**config.mk**
```make
export PLATFORM = sky130hd
export DESIGN_NAME = axi2ahb_rw_sched
export DESIGN_NICKNAME = d
export VERILOG_FILES = /design/src/rtl/axi2ahb_rw_sched.sv
export SDC_FILE = /design/constraint.sdc
export NUM_CORES = 1
export LEC_CHECK = 0
export CORE_UTILIZATION = 53
export DETAILED_ROUTE_END_ITERATION = 7
export HOLD_SLACK_MARGIN = 0.03
export PLACE_DENSITY = 0.87
export SLEW_MARGIN = 25
export SYNTH_ARGS = -nofsm -noshare
export SYNTH_HDL_FRONTEND = slang
export SYNTH_SLANG_ARGS = --single-unit
```
**constraint.sdc**
```tcl
create_clock -name aclk -period 7.5 [get_ports aclk]
set_input_delay 1.5 -clock aclk [delete_from_list [all_inputs] [get_ports aclk]]
set_output_delay 1.5 -clock aclk [all_outputs]
set_load 0.005 [all_outputs]
```
**src/rtl/axi2ahb_rw_sched.sv**
```systemverilog
// axi2ahb_rw_sched: front-end scheduler of the axi2ahb bridge.
// Arbitrates AXI AW/AR requests round-robin onto the single AHB transfer engine,
// serves one burst at a time and generates the per-beat address sequence.
//
// Ports:
//   aclk, aresetn                  clock, synchronous active-low reset
//   aw*/ar* (id,addr,len,size,burst,valid) in, awready/arready out
//                                   AXI address channels
//   cmd_valid/cmd_ready            burst command handshake to the engine
//   cmd_write, cmd_id, cmd_len, cmd_size
//                                   latched burst attributes
//   beat_addr, beat_last           current beat address / final-beat flag
//   beat_adv                       engine consumed the current beat address
//   done                           engine finished the burst response
module axi2ahb_rw_sched #(
  parameter int unsigned AXI_ID_WIDTH   = 1,
  parameter int unsigned AXI_ADDR_WIDTH = 8
) (
  input  logic                      aclk,
  input  logic                      aresetn,
  input  logic [AXI_ID_WIDTH-1:0]   awid,
  input  logic [AXI_ADDR_WIDTH-1:0] awaddr,
  input  logic [7:0]                awlen,
  input  logic [2:0]                awsize,
  input  logic [1:0]                awburst,
  input  logic                      awvalid,
  output logic                      awready,
  input  logic [AXI_ID_WIDTH-1:0]   arid,
  input  logic [AXI_ADDR_WIDTH-1:0] araddr,
  input  logic [7:0]                arlen,
  input  logic [2:0]                arsize,
  input  logic [1:0]                arburst,
  input  logic                      arvalid,
  output logic                      arready,
  output logic                      cmd_valid,
  input  logic                      cmd_ready,
  output logic                      cmd_write,
  output logic [AXI_ID_WIDTH-1:0]   cmd_id,
  output logic [7:0]                cmd_len,
  output logic [2:0]                cmd_size,
  output logic [AXI_ADDR_WIDTH-1:0] beat_addr,
  output logic                      beat_last,
  input  logic                      beat_adv,
  input  logic                      done
);

  typedef enum logic [1:0] {StIdle, StCmd, StBeat, StWaitDone} state_e;

  state_e                    state_q;
  logic                      prefer_write_q;
  logic                      write_q;
  logic                      cmd_valid_q;
  logic [AXI_ID_WIDTH-1:0]   id_q;
  logic [AXI_ADDR_WIDTH-1:0] addr_q;
  logic [7:0]                len_q;
  logic [2:0]                size_q;
  logic [1:0]                burst_q;
  logic [7:0]                cnt_q;

  logic                      aw_grant;
  logic                      ar_grant;
  logic                      is_last;
  logic [2:0]                eff_size;
  logic                      wrap_ok;
  logic [AXI_ADDR_WIDTH-1:0] bytes;
  logic [AXI_ADDR_WIDTH-1:0] wrap_mask;
  logic [AXI_ADDR_WIDTH-1:0] incr_addr;
  logic [AXI_ADDR_WIDTH-1:0] next_addr;

  // Readies are gated by reset so every output is low while held in reset.
  always_comb begin
    aw_grant = aresetn && (state_q == StIdle) && awvalid && (!arvalid || prefer_write_q);
    ar_grant = aresetn && (state_q == StIdle) && arvalid && (!awvalid || !prefer_write_q);
  end

  assign awready   = aw_grant;
  assign arready   = ar_grant;
  assign cmd_valid = cmd_valid_q;
  assign cmd_write = write_q;
  assign cmd_id    = id_q;
  assign cmd_len   = len_q;
  assign cmd_size  = size_q;
  assign beat_addr = addr_q;
  assign is_last   = (cnt_q == len_q);
  assign beat_last = (state_q == StBeat) && is_last;

  // Next beat address; data path is 32 bits so beat size clamps to 4 bytes.
  always_comb begin
    eff_size  = (size_q > 3'd2) ? 3'd2 : size_q;
    bytes     = AXI_ADDR_WIDTH'(1) << eff_size;
    incr_addr = addr_q + bytes;
    wrap_ok   = (burst_q == 2'b10) &&
                (len_q == 8'd1 || len_q == 8'd3 || len_q == 8'd7 || len_q == 8'd15);
    wrap_mask = ((AXI_ADDR_WIDTH'(len_q) + AXI_ADDR_WIDTH'(1)) << eff_size) - AXI_ADDR_WIDTH'(1);
    if (burst_q == 2'b00) begin
      next_addr = addr_q;
    end else if (wrap_ok) begin
      next_addr = (addr_q & ~wrap_mask) | (incr_addr & wrap_mask);
    end else begin
      // Reserved burst type and non-power-of-two WRAP lengths step like INCR.
      next_addr = incr_addr;
    end
  end

  always_ff @(posedge aclk) begin
    if (!aresetn) begin
      state_q        <= StIdle;
      prefer_write_q <= 1'b1;
      write_q        <= 1'b0;
      cmd_valid_q    <= 1'b0;
      id_q           <= '0;
      addr_q         <= '0;
      len_q          <= '0;
      size_q         <= '0;
      burst_q        <= '0;
      cnt_q          <= '0;
    end else begin
      case (state_q)
        StIdle: begin
          if (aw_grant) begin
            id_q           <= awid;
            addr_q         <= awaddr;
            len_q          <= awlen;
            size_q         <= awsize;
            burst_q        <= awburst;
            write_q        <= 1'b1;
            prefer_write_q <= 1'b0;
            cmd_valid_q    <= 1'b1;
            state_q        <= StCmd;
          end else if (ar_grant) begin
            id_q           <= arid;
            addr_q         <= araddr;
            len_q          <= arlen;
            size_q         <= arsize;
            burst_q        <= arburst;
            write_q        <= 1'b0;
            prefer_write_q <= 1'b1;
            cmd_valid_q    <= 1'b1;
            state_q        <= StCmd;
          end
        end
        StCmd: begin
          if (cmd_ready) begin
            cmd_valid_q <= 1'b0;
            cnt_q       <= '0;
            state_q     <= StBeat;
          end
        end
        StBeat: begin
          if (beat_adv) begin
            if (is_last) begin
              state_q <= StWaitDone;
            end else begin
              cnt_q  <= cnt_q + 8'd1;
              addr_q <= next_addr;
            end
          end
        end
        StWaitDone: begin
          if (done) begin
            state_q <= StIdle;
          end
        end
        default: state_q <= StIdle;
      endcase
    end
  end

endmodule

```
==> impl_metrics.ini, run 1 <==
[outcome]
run_status = finished, final reports clean

[finish]
final_cells = 469
nNetsFinal = 469
multiInputGateArea_sq_um = 1890
layout_commonest_cell = clkdlybuf4s50_1
layout-drive-gt1-share = 0.0647
stdcell_area_sq_um = 3580
n_fill_cell = 377
most-common-layout-cells = clkdlybuf4s50_1, dfxtp_1, nor2_1
area_growth_pct = 31.2
final_util = 0.739
diodes = 0
regArea_sq_um = 701

[route]
drt-pass1-iter-count = 6
drt.antenna.violating_nets = 0
routed-via-count = 2765
wl_per_cell_um = 15.9
wl_um = 7480
route.detailed.drc = 0
drtIter0Drc = 378
via_per_inst = 5.90

[timing]
finalClockSkew_ns = 0.00518
hold_viol_final = 0
finalCritPeriodShare = 0.691
fin_ws_ns = 2.32
rsz0062_at_grt = no
slew-limit-headroom = 0.439
finalCriticalPeriod_ns = 5.18
final.setup.tns_ns = 0
setup_viol = 0
slew_viol_final = 0
tightest_slew_ns = 0.841
fmax_mhz = 193

[clock_network]
cts.clk_slew.worst_paths_ns = 0.07
clock_latency_ns = 0.30
cts_resized = 0
holdBufCountCts = 0
cts_made_buffers = 5
postCtsSetupBuffers = 0
cts_buffer_depth = 2
cts.sinks = 35
cts_tree = built
cts_root_buf = clkbuf_8
htree_levels = 2

[place]
port_buffers = 75
place_congestion = 0.873
placed_area_sq_um = 3490
post-place-ws_ns = 2.37
placed_cells = 461
hpwl_um = 5500

[global_routing]
grt-ovfl-total = 0
grt_pass1_wl_um = 12000
grt_max_degree = 27
gr-usage-all-layers = 0.287
grt_pass1_vias = 2605
antenna_found_initial = 0

[synth]
muxShareOfSynthArea = 0.0459
synth_compound_area_frac = 0.242
synth_xor_area_frac = 0.0954
synth_area_per_cell_sq_um = 8.12
syn_area_sq_um = 2730
synth_seq_cells = 35
synth_simple_gate_area_frac = 0.224
synth-async-reset-ratio = 0
ys_warn_count = 0
yosysUniqueCellTypes = 60
yosysSeqAreaShare = 0.257
netlist_instances = 336
synth_ff_type = dfxtp_1
synth_top_family_by_area = compound AO/OA/AOI/OAI gates
synth_fa_ha_area_frac = 0.0807
synth_edf_count = 0

[min_path]
hold_path_end = cmd_write
hp-start = cmd_write
worstHoldPathCells = 2
hp-class = flip-flop to flip-flop

[setup_path]
crit_type = input port to output port
r2r-start = cmd_len[0]
crit_slowest_cell = clkdlybuf4s50_1
crit_fanout = 16
r2r_cells = 8
cpMostUsedCell = clkdlybuf4s50_1
crit_required_ns = 6.00
max_stage_delay_ns = 0.71
startpoint_type = input port
path_cells = clkdlybuf4s50_1, and2_1, and3_1, clkdlybuf4s50_1
crit_family = buffers and inverters
crit_arrival_ns = 3.68
r2r_slack_ns = 4.46
crit_path_end_kind = output port
path_buf_inv = 2

[job]
maxCapViolCount = 0

[floorplan]
io_pins = 76
core_sq_um = 4850
fp.dieH_um = 73.8
design.die.area_sq_um = 5440
start_util = 0.563
rows = 25
die_w_um = 73.8

[power_and_ir_drop]
p_leak_uw = 0.00144
power_density_nw_per_um2 = 289
peakVddDrop_uv = 193
how the worst max path moves through the flow:
stage	slack, ns	end	depth (start not counted)	start
floorplan	3.75	arready	4	aresetn
global placement	2.46	arready	4	aresetn
detailed placement	2.37	arready	4	aresetn
CTS	2.36	arready	4	aresetn
global route	2.18	arready	4	aresetn
finish	2.32	arready	4	aresetn
synthesized netlist by cell type (2+ instances only):
cell type | n | share of area
dfxtp_1 | 35 | 0.26
nor2_1 | 31 | 0.043
nand2_1 | 26 | 0.036
a21oi_1 | 20 | 0.037
xor2_1 | 19 | 0.061
o21ai_0 | 18 | 0.033
ha_1 | 16 | 0.073
a222oi_1 | 14 | 0.051
inv_1 | 12 | 0.017
nand3_1 | 12 | 0.022
clkbuf_1 | 11 | 0.015
mux2i_1 | 11 | 0.040
nand4_1 | 8 | 0.018
buf_2 | 7 | 0.013
nor2b_1 | 7 | 0.016
xnor2_1 | 7 | 0.022
a21o_1 | 6 | 0.017
and2_1 | 6 | 0.014
a211oi_1 | 5 | 0.014
nand2b_1 | 5 | 0.011
o211ai_1 | 5 | 0.014
a31oi_1 | 4 | 0.0092
and3_1 | 4 | 0.0092
or3_1 | 4 | 0.0092
clkbuf_2 | 2 | 0.0037
nand3b_1 | 2 | 0.0055
nor3_1 | 2 | 0.0037
nor4_1 | 2 | 0.0046
nor4_2 | 2 | 0.0092
o31ai_1 | 2 | 0.0055
xor2_2 | 2 | 0.012
final cells by class:
cell class / instances / share of cell area
Clock buffer: 5 / 0.0192
Clock inverter: 3 / 0.00559
Inverter: 13 / 0.0136
Multi-Input combinational cell: 269 / 0.529
Sequential cell: 35 / 0.196
Tap cell: 67 / 0.0234
Timing Repair Buffer: 77 / 0.214
cell families after synthesis:
family / count (synthesis)
compound gates: 91
xor+xnor: 28
fa+ha+maj: 17
buf+inv: 35
flops: 35
mux: 12
other cells: 1
simple gates: 117
power breakdown:
| part | switching (uW) | internal, uW | leakage, uW | total [uW] |
|---|---|---|---|---|
| Sequential | 65.0 | 229 | 0.000286 | 294 |
| Combinational | 313 | 288 | 0.00111 | 601 |
| Clock | 74.7 | 64.6 | 0.0000402 | 139 |
per-layer routing:
metal | wire length (um) | vias to the layer above | track usage | share of wire
met1 | 3170 | 1299 | 0.355 | 0.42
met2 | 3780 | 105 | 0.506 | 0.51
li1 | - | 1349 | - | -
met4 | 78 | 0 | 0.0876 | 0.010
met5 | 0 | - | 0 | 0
met3 | 451 | 12 | 0.0480 | 0.060
worst register-to-register path, cell delays in order, from the launching register on:
cell      delay [ns]
dfxtp_1         0.73
ha_1            0.52
nand3_1         0.20
xor2_2          0.30
a22oi_1         0.17
a221oi_2        0.32
xor2_1          0.11
a21oi_1         0.26
mux2_4          0.32
stage by stage:
stage	total power [uW]	hold WS, ns
floorplan	695	0.470
global placement	869	0.481
detailed placement	886	0.485
CTS	1030	0.499
global route	1120	0.536
finish	1030	0.497
No activity file was read; power rests on OpenSTA's default activity.
==> inputs of run 2 (changes only) <==
--- a/config.mk
+++ b/config.mk
@@ -5,10 +5,10 @@
 export SDC_FILE = /design/constraint.sdc
 export NUM_CORES = 1
 export LEC_CHECK = 0
-export CORE_UTILIZATION = 53
+export CORE_UTILIZATION = 49
 export DETAILED_ROUTE_END_ITERATION = 7
 export HOLD_SLACK_MARGIN = 0.03
-export PLACE_DENSITY = 0.87
+export PLACE_DENSITY = 0.81
 export SLEW_MARGIN = 25
 export SYNTH_ARGS = -nofsm -noshare
 export SYNTH_HDL_FRONTEND = slang
==> constraint.sdc (replaced) <==
create_clock -name aclk -period 4.9 [get_ports aclk]
set_input_delay 0.98 -clock aclk [delete_from_list [all_inputs] [get_ports aclk]]
set_output_delay 0.98 -clock aclk [all_outputs]
set_load 0.005 [all_outputs]
==> impl_metrics.ini, run 2 (synthesis gave the netlist of run 1 again) <==
[outcome]
run_status = finished, final reports clean

[timing]
finalClockSkew_ns = 0.0117
fmax_mhz = 263
tightest_slew_ns = 0.849
setup_viol = 0
slew-limit-headroom = 0.434
rsz0062_at_grt = no
slew_viol_final = 0
final.setup.tns_ns = 0
hold_viol_final = 0
finalCriticalPeriod_ns = 3.81
finalCritPeriodShare = 0.777

[finish]
nNetsFinal = 471
area_growth_pct = 31.9
final_util = 0.687
stdcell_area_sq_um = 3600
layout_commonest_cell = clkdlybuf4s50_1
most-common-layout-cells = clkdlybuf4s50_1, dfxtp_1, nor2_1
diodes = 0
layout-drive-gt1-share = 0.0670

[setup_path]
path_cells = clkdlybuf4s50_1, and2_1, and3_1, buf_4, clkdlybuf4s50_1
cpMostUsedCell = clkdlybuf4s50_1
crit_arrival_ns = 2.83
max_stage_delay_ns = 0.73
crit_fanout = 16
crit_slowest_cell = clkdlybuf4s50_1
crit_required_ns = 3.92
crit_family = buffers and inverters
path_buf_inv = 3
crit_type = input port to output port
crit_path_end_kind = output port
startpoint_type = input port

[route]
routed-via-count = 2811
wl_per_cell_um = 15.9
wl_um = 7530
drtIter0Drc = 304
route.detailed.drc = 0
via_per_inst = 5.94
drt-pass1-iter-count = 5
drt.antenna.violating_nets = 0

[floorplan]
die_w_um = 76.6
rows = 26
design.die.area_sq_um = 5870
fp.dieH_um = 76.6
start_util = 0.521
core_sq_um = 5240
io_pins = 76

[global_routing]
grt_pass1_wl_um = 12300
antenna_found_initial = 0
gr-usage-all-layers = 0.261
grt-ovfl-total = 0
grt_pass1_vias = 2581
grt_max_degree = 27

[power_and_ir_drop]
p_leak_uw = 0.00145
peakVddDrop_uv = 255
power.total_uw = 1600
power_density_nw_per_um2 = 444

[job]
maxCapViolCount = 0

[clock_network]
cts_resized = 0
clock_latency_ns = 0.30
postCtsSetupBuffers = 0
holdBufCountCts = 0
cts_tree = built
cts_buffer_depth = 2
cts.sinks = 35
htree_levels = 2
cts_made_buffers = 5
cts.clk_slew.worst_paths_ns = 0.07
cts_root_buf = clkbuf_8

[min_path]
hp-class = flip-flop to flip-flop

[place]
port_buffers = 75
hpwl_um = 5570
place_congestion = 0.836
placed_area_sq_um = 3510
## run 2: stage by stage
step	setup WS, ns	instances	hold slack (ns)
final	1.09	473	0.501
after floorplan	2.19	339	0.470
after CTS	1.11	473	0.505
after global routing	1.02	473	0.542
after detailed placement	1.11	466	0.491
after global placement	1.16	466	0.480
## run 2: worst paths after layout
path / from / end / slack, ns / depth (start not counted)
setup / recovery: aresetn / arready / 1.09 / 5
hold / removal: cmd_write / cmd_write / 0.50 / 2
setup reg to reg: cmd_len[1] / flip-flop / 1.93 / 11
hold reg to reg: cmd_write / cmd_write / 0.50 / 2
## run 2: cell type report
class	instances	area (sq um)
Clock buffer	6	82.6
Clock inverter	1	5.00
Fill cell	440	1640
Inverter	13	48.8
Multi-Input combinational cell	269	1890
Sequential cell	35	701
Tap cell	70	87.6
Timing Repair Buffer	79	781
## run 2: report_power, final
| group | switching, uW | internal [uW] | total, uW |
|---|---|---|---|
| Sequential | 94.3 | 350 | 445 |
| Combinational | 484 | 445 | 930 |
| Clock | 114 | 110 | 224 |
## run 2: worst register-to-register path, cell delays in order, from the launching register on
cell	delay, ns
dfxtp_1	0.59
inv_1	0.12
ha_1	0.41
mux2i_1	0.17
nand2_1	0.08
ha_1	0.26
and2_1	0.16
a32oi_2	0.27
a221oi_2	0.07
xor2_1	0.18
a21oi_1	0.26
mux2_4	0.32
## run 2: per-layer routing
metal	wire length, um	vias up	GRT usage
met5	0	-	0
met1	3320	1338	0.333
met4	74	0	0.0731
li1	-	1363	-
met3	409	10	0.0455
met2	3720	100	0.448
==> inputs of run 3 (changes only) <==
--- a/config.mk
+++ b/config.mk
@@ -5,10 +5,10 @@
 export SDC_FILE = /design/constraint.sdc
 export NUM_CORES = 1
 export LEC_CHECK = 0
-export CORE_UTILIZATION = 49
+export CORE_UTILIZATION = 44
 export DETAILED_ROUTE_END_ITERATION = 7
 export HOLD_SLACK_MARGIN = 0.03
-export PLACE_DENSITY = 0.81
+export PLACE_DENSITY = 0.77
 export SLEW_MARGIN = 25
 export SYNTH_ARGS = -nofsm -noshare
 export SYNTH_HDL_FRONTEND = slang
==> constraint.sdc (replaced) <==
create_clock -name aclk -period 3.2 [get_ports aclk]
set_input_delay 0.64 -clock aclk [delete_from_list [all_inputs] [get_ports aclk]]
set_output_delay 0.64 -clock aclk [all_outputs]
set_load 0.005 [all_outputs]
==> impl_metrics.ini, run 3 (synthesis gave the netlist of run 1 again) <==
[clock_network]
clock_latency_ns = 0.30
cts.sinks = 35
cts_made_buffers = 5
htree_levels = 2
cts.clk_slew.worst_paths_ns = 0.08
holdBufCountCts = 0
cts_tree = built
cts_buffer_depth = 2
cts_root_buf = clkbuf_8

[power_and_ir_drop]
peakVddDrop_uv = 363
power_density_nw_per_um2 = 696
p_leak_uw = 0.00150

[floorplan]
rows = 28
start_util = 0.458
core_sq_um = 5960
die_w_um = 80.8
design.die.area_sq_um = 6520
io_pins = 76
fp.dieH_um = 80.8

[timing]
rsz0062_at_grt = no
slew_viol_final = 0
final.setup.tns_ns = 0
hold_viol_final = 0
finalCriticalPeriod_ns = 3.05
slew-limit-headroom = 0.533
fmax_mhz = 328
setup_viol = 0
finalCritPeriodShare = 0.952
finalClockSkew_ns = 0.00464
tightest_slew_ns = 0.693

[global_routing]
grt_max_degree = 27
grt_pass1_vias = 2687
grt_pass1_wl_um = 13000
antenna_found_initial = 0
gr-usage-all-layers = 0.260
grt-ovfl-total = 0

[finish]
diodes = 0
layout-drive-gt1-share = 0.0831
most-common-layout-cells = clkdlybuf4s50_1, dfxtp_1, nor2_1
layout_commonest_cell = clkdlybuf4s50_1
final_util = 0.617
nNetsFinal = 476
area_growth_pct = 34.8

[min_path]
hp-class = flip-flop to flip-flop

[job]
maxCapViolCount = 0

[place]
place_congestion = 0.899
hpwl_um = 5980
port_buffers = 75

[setup_path]
r2r_cells = 11
crit_required_ns = 2.56
worstSetupEndpoint = beat_last
startpoint_type = flip-flop
r2r_slack_ns = 0.41
r2r-start = cmd_len[1]
crit_path_end_kind = output port
crit_type = flip-flop to output port
critPathLaunch = cmd_len[3]
crit_fanout = 10
crit_arrival_ns = 2.41

[outcome]
violations = DRC
run_status = finished with violations

[route]
drt.antenna.violating_nets = 0
drtIter0Drc = 307
wl_um = 7910
wl_per_cell_um = 16.3
routed-via-count = 2881
drt-pass1-iter-count = 8
route.detailed.drc = 8
via_per_inst = 5.95
==> run 3: metal layers <==
| metal | global-route usage | share of wire | up-vias |
|---|---|---|---|
| met5 | 0 | 0 | - |
| met4 | 0.0929 | 0.021 | 0 |
| met3 | 0.0483 | 0.075 | 16 |
| met2 | 0.442 | 0.49 | 144 |
| met1 | 0.328 | 0.42 | 1347 |
| li1 | - | - | 1374 |
==> run 3: worst max-delay path: stages (launching register included) <==
cell and delay, ns:
dfxtp_1 0.58, xor2_1 0.14, nor4_2 0.52, nand2_1 0.20
nor2_1 0.16, clkdlybuf4s50_1 0.52
==> run 3: worst min path at each step <==
stage | startpoint | endpoint | slack (ns) | cells after the start
after CTS | cnt_q[7] | cnt_q[7] | 0.50 | 2
after global routing | cnt_q[7] | cnt_q[7] | 0.52 | 2
final | cmd_write | cmd_write | 0.50 | 2
after global placement | cnt_q[7] | cnt_q[7] | 0.48 | 2
after detailed placement | cmd_write | cmd_write | 0.49 | 2
after floorplan | cnt_q[7] | cnt_q[7] | 0.47 | 2
==> run 3: timing repair <==
item / 4_1_cts / 5_1_grt
buffers inserted: 0 / 0
gates resized for setup: 0 / 1
setup endpoints to repair: 0 / 1
==> run 3: area by class of cell <==
| type | instances | area, sq um |
|---|---|---|
| fillers | 531 | 2280 |
| clock inverters | 2 | 38.8 |
| well taps | 75 | 93.8 |
| clock buffers | 6 | 82.6 |
| inverters | 13 | 48.8 |
| repair buffers | 84 | 818 |
| flip-flops and latches | 35 | 702 |
| multi-input cells | 269 | 1890 |
==> run 3: power breakdown <==
group / switching (uW) / leakage (uW) / internal (uW)
logic: 751 / 0.00115 / 689
registers: 147 / 0.000287 / 537
clock network: 180 / 0.0000618 / 256
total: 1080 / 0.00150 / 1480
==> run 3: metrics by stage <==
stage	power, uW	instance area [sq um]	setup WS [ns]	hold slack [ns]	instances
2_1_floorplan	1630	2740	0.575	0.470	339
3_3_place_gp	2070	3550	0.521	0.479	476
3_5_place_dp	2100	3550	0.452	0.487	476
4_1_cts	2550	3680	0.123	0.501	484
5_1_grt	2760	3680	0.0234	0.524	484
6_report	2560	3680	0.155	0.498	484
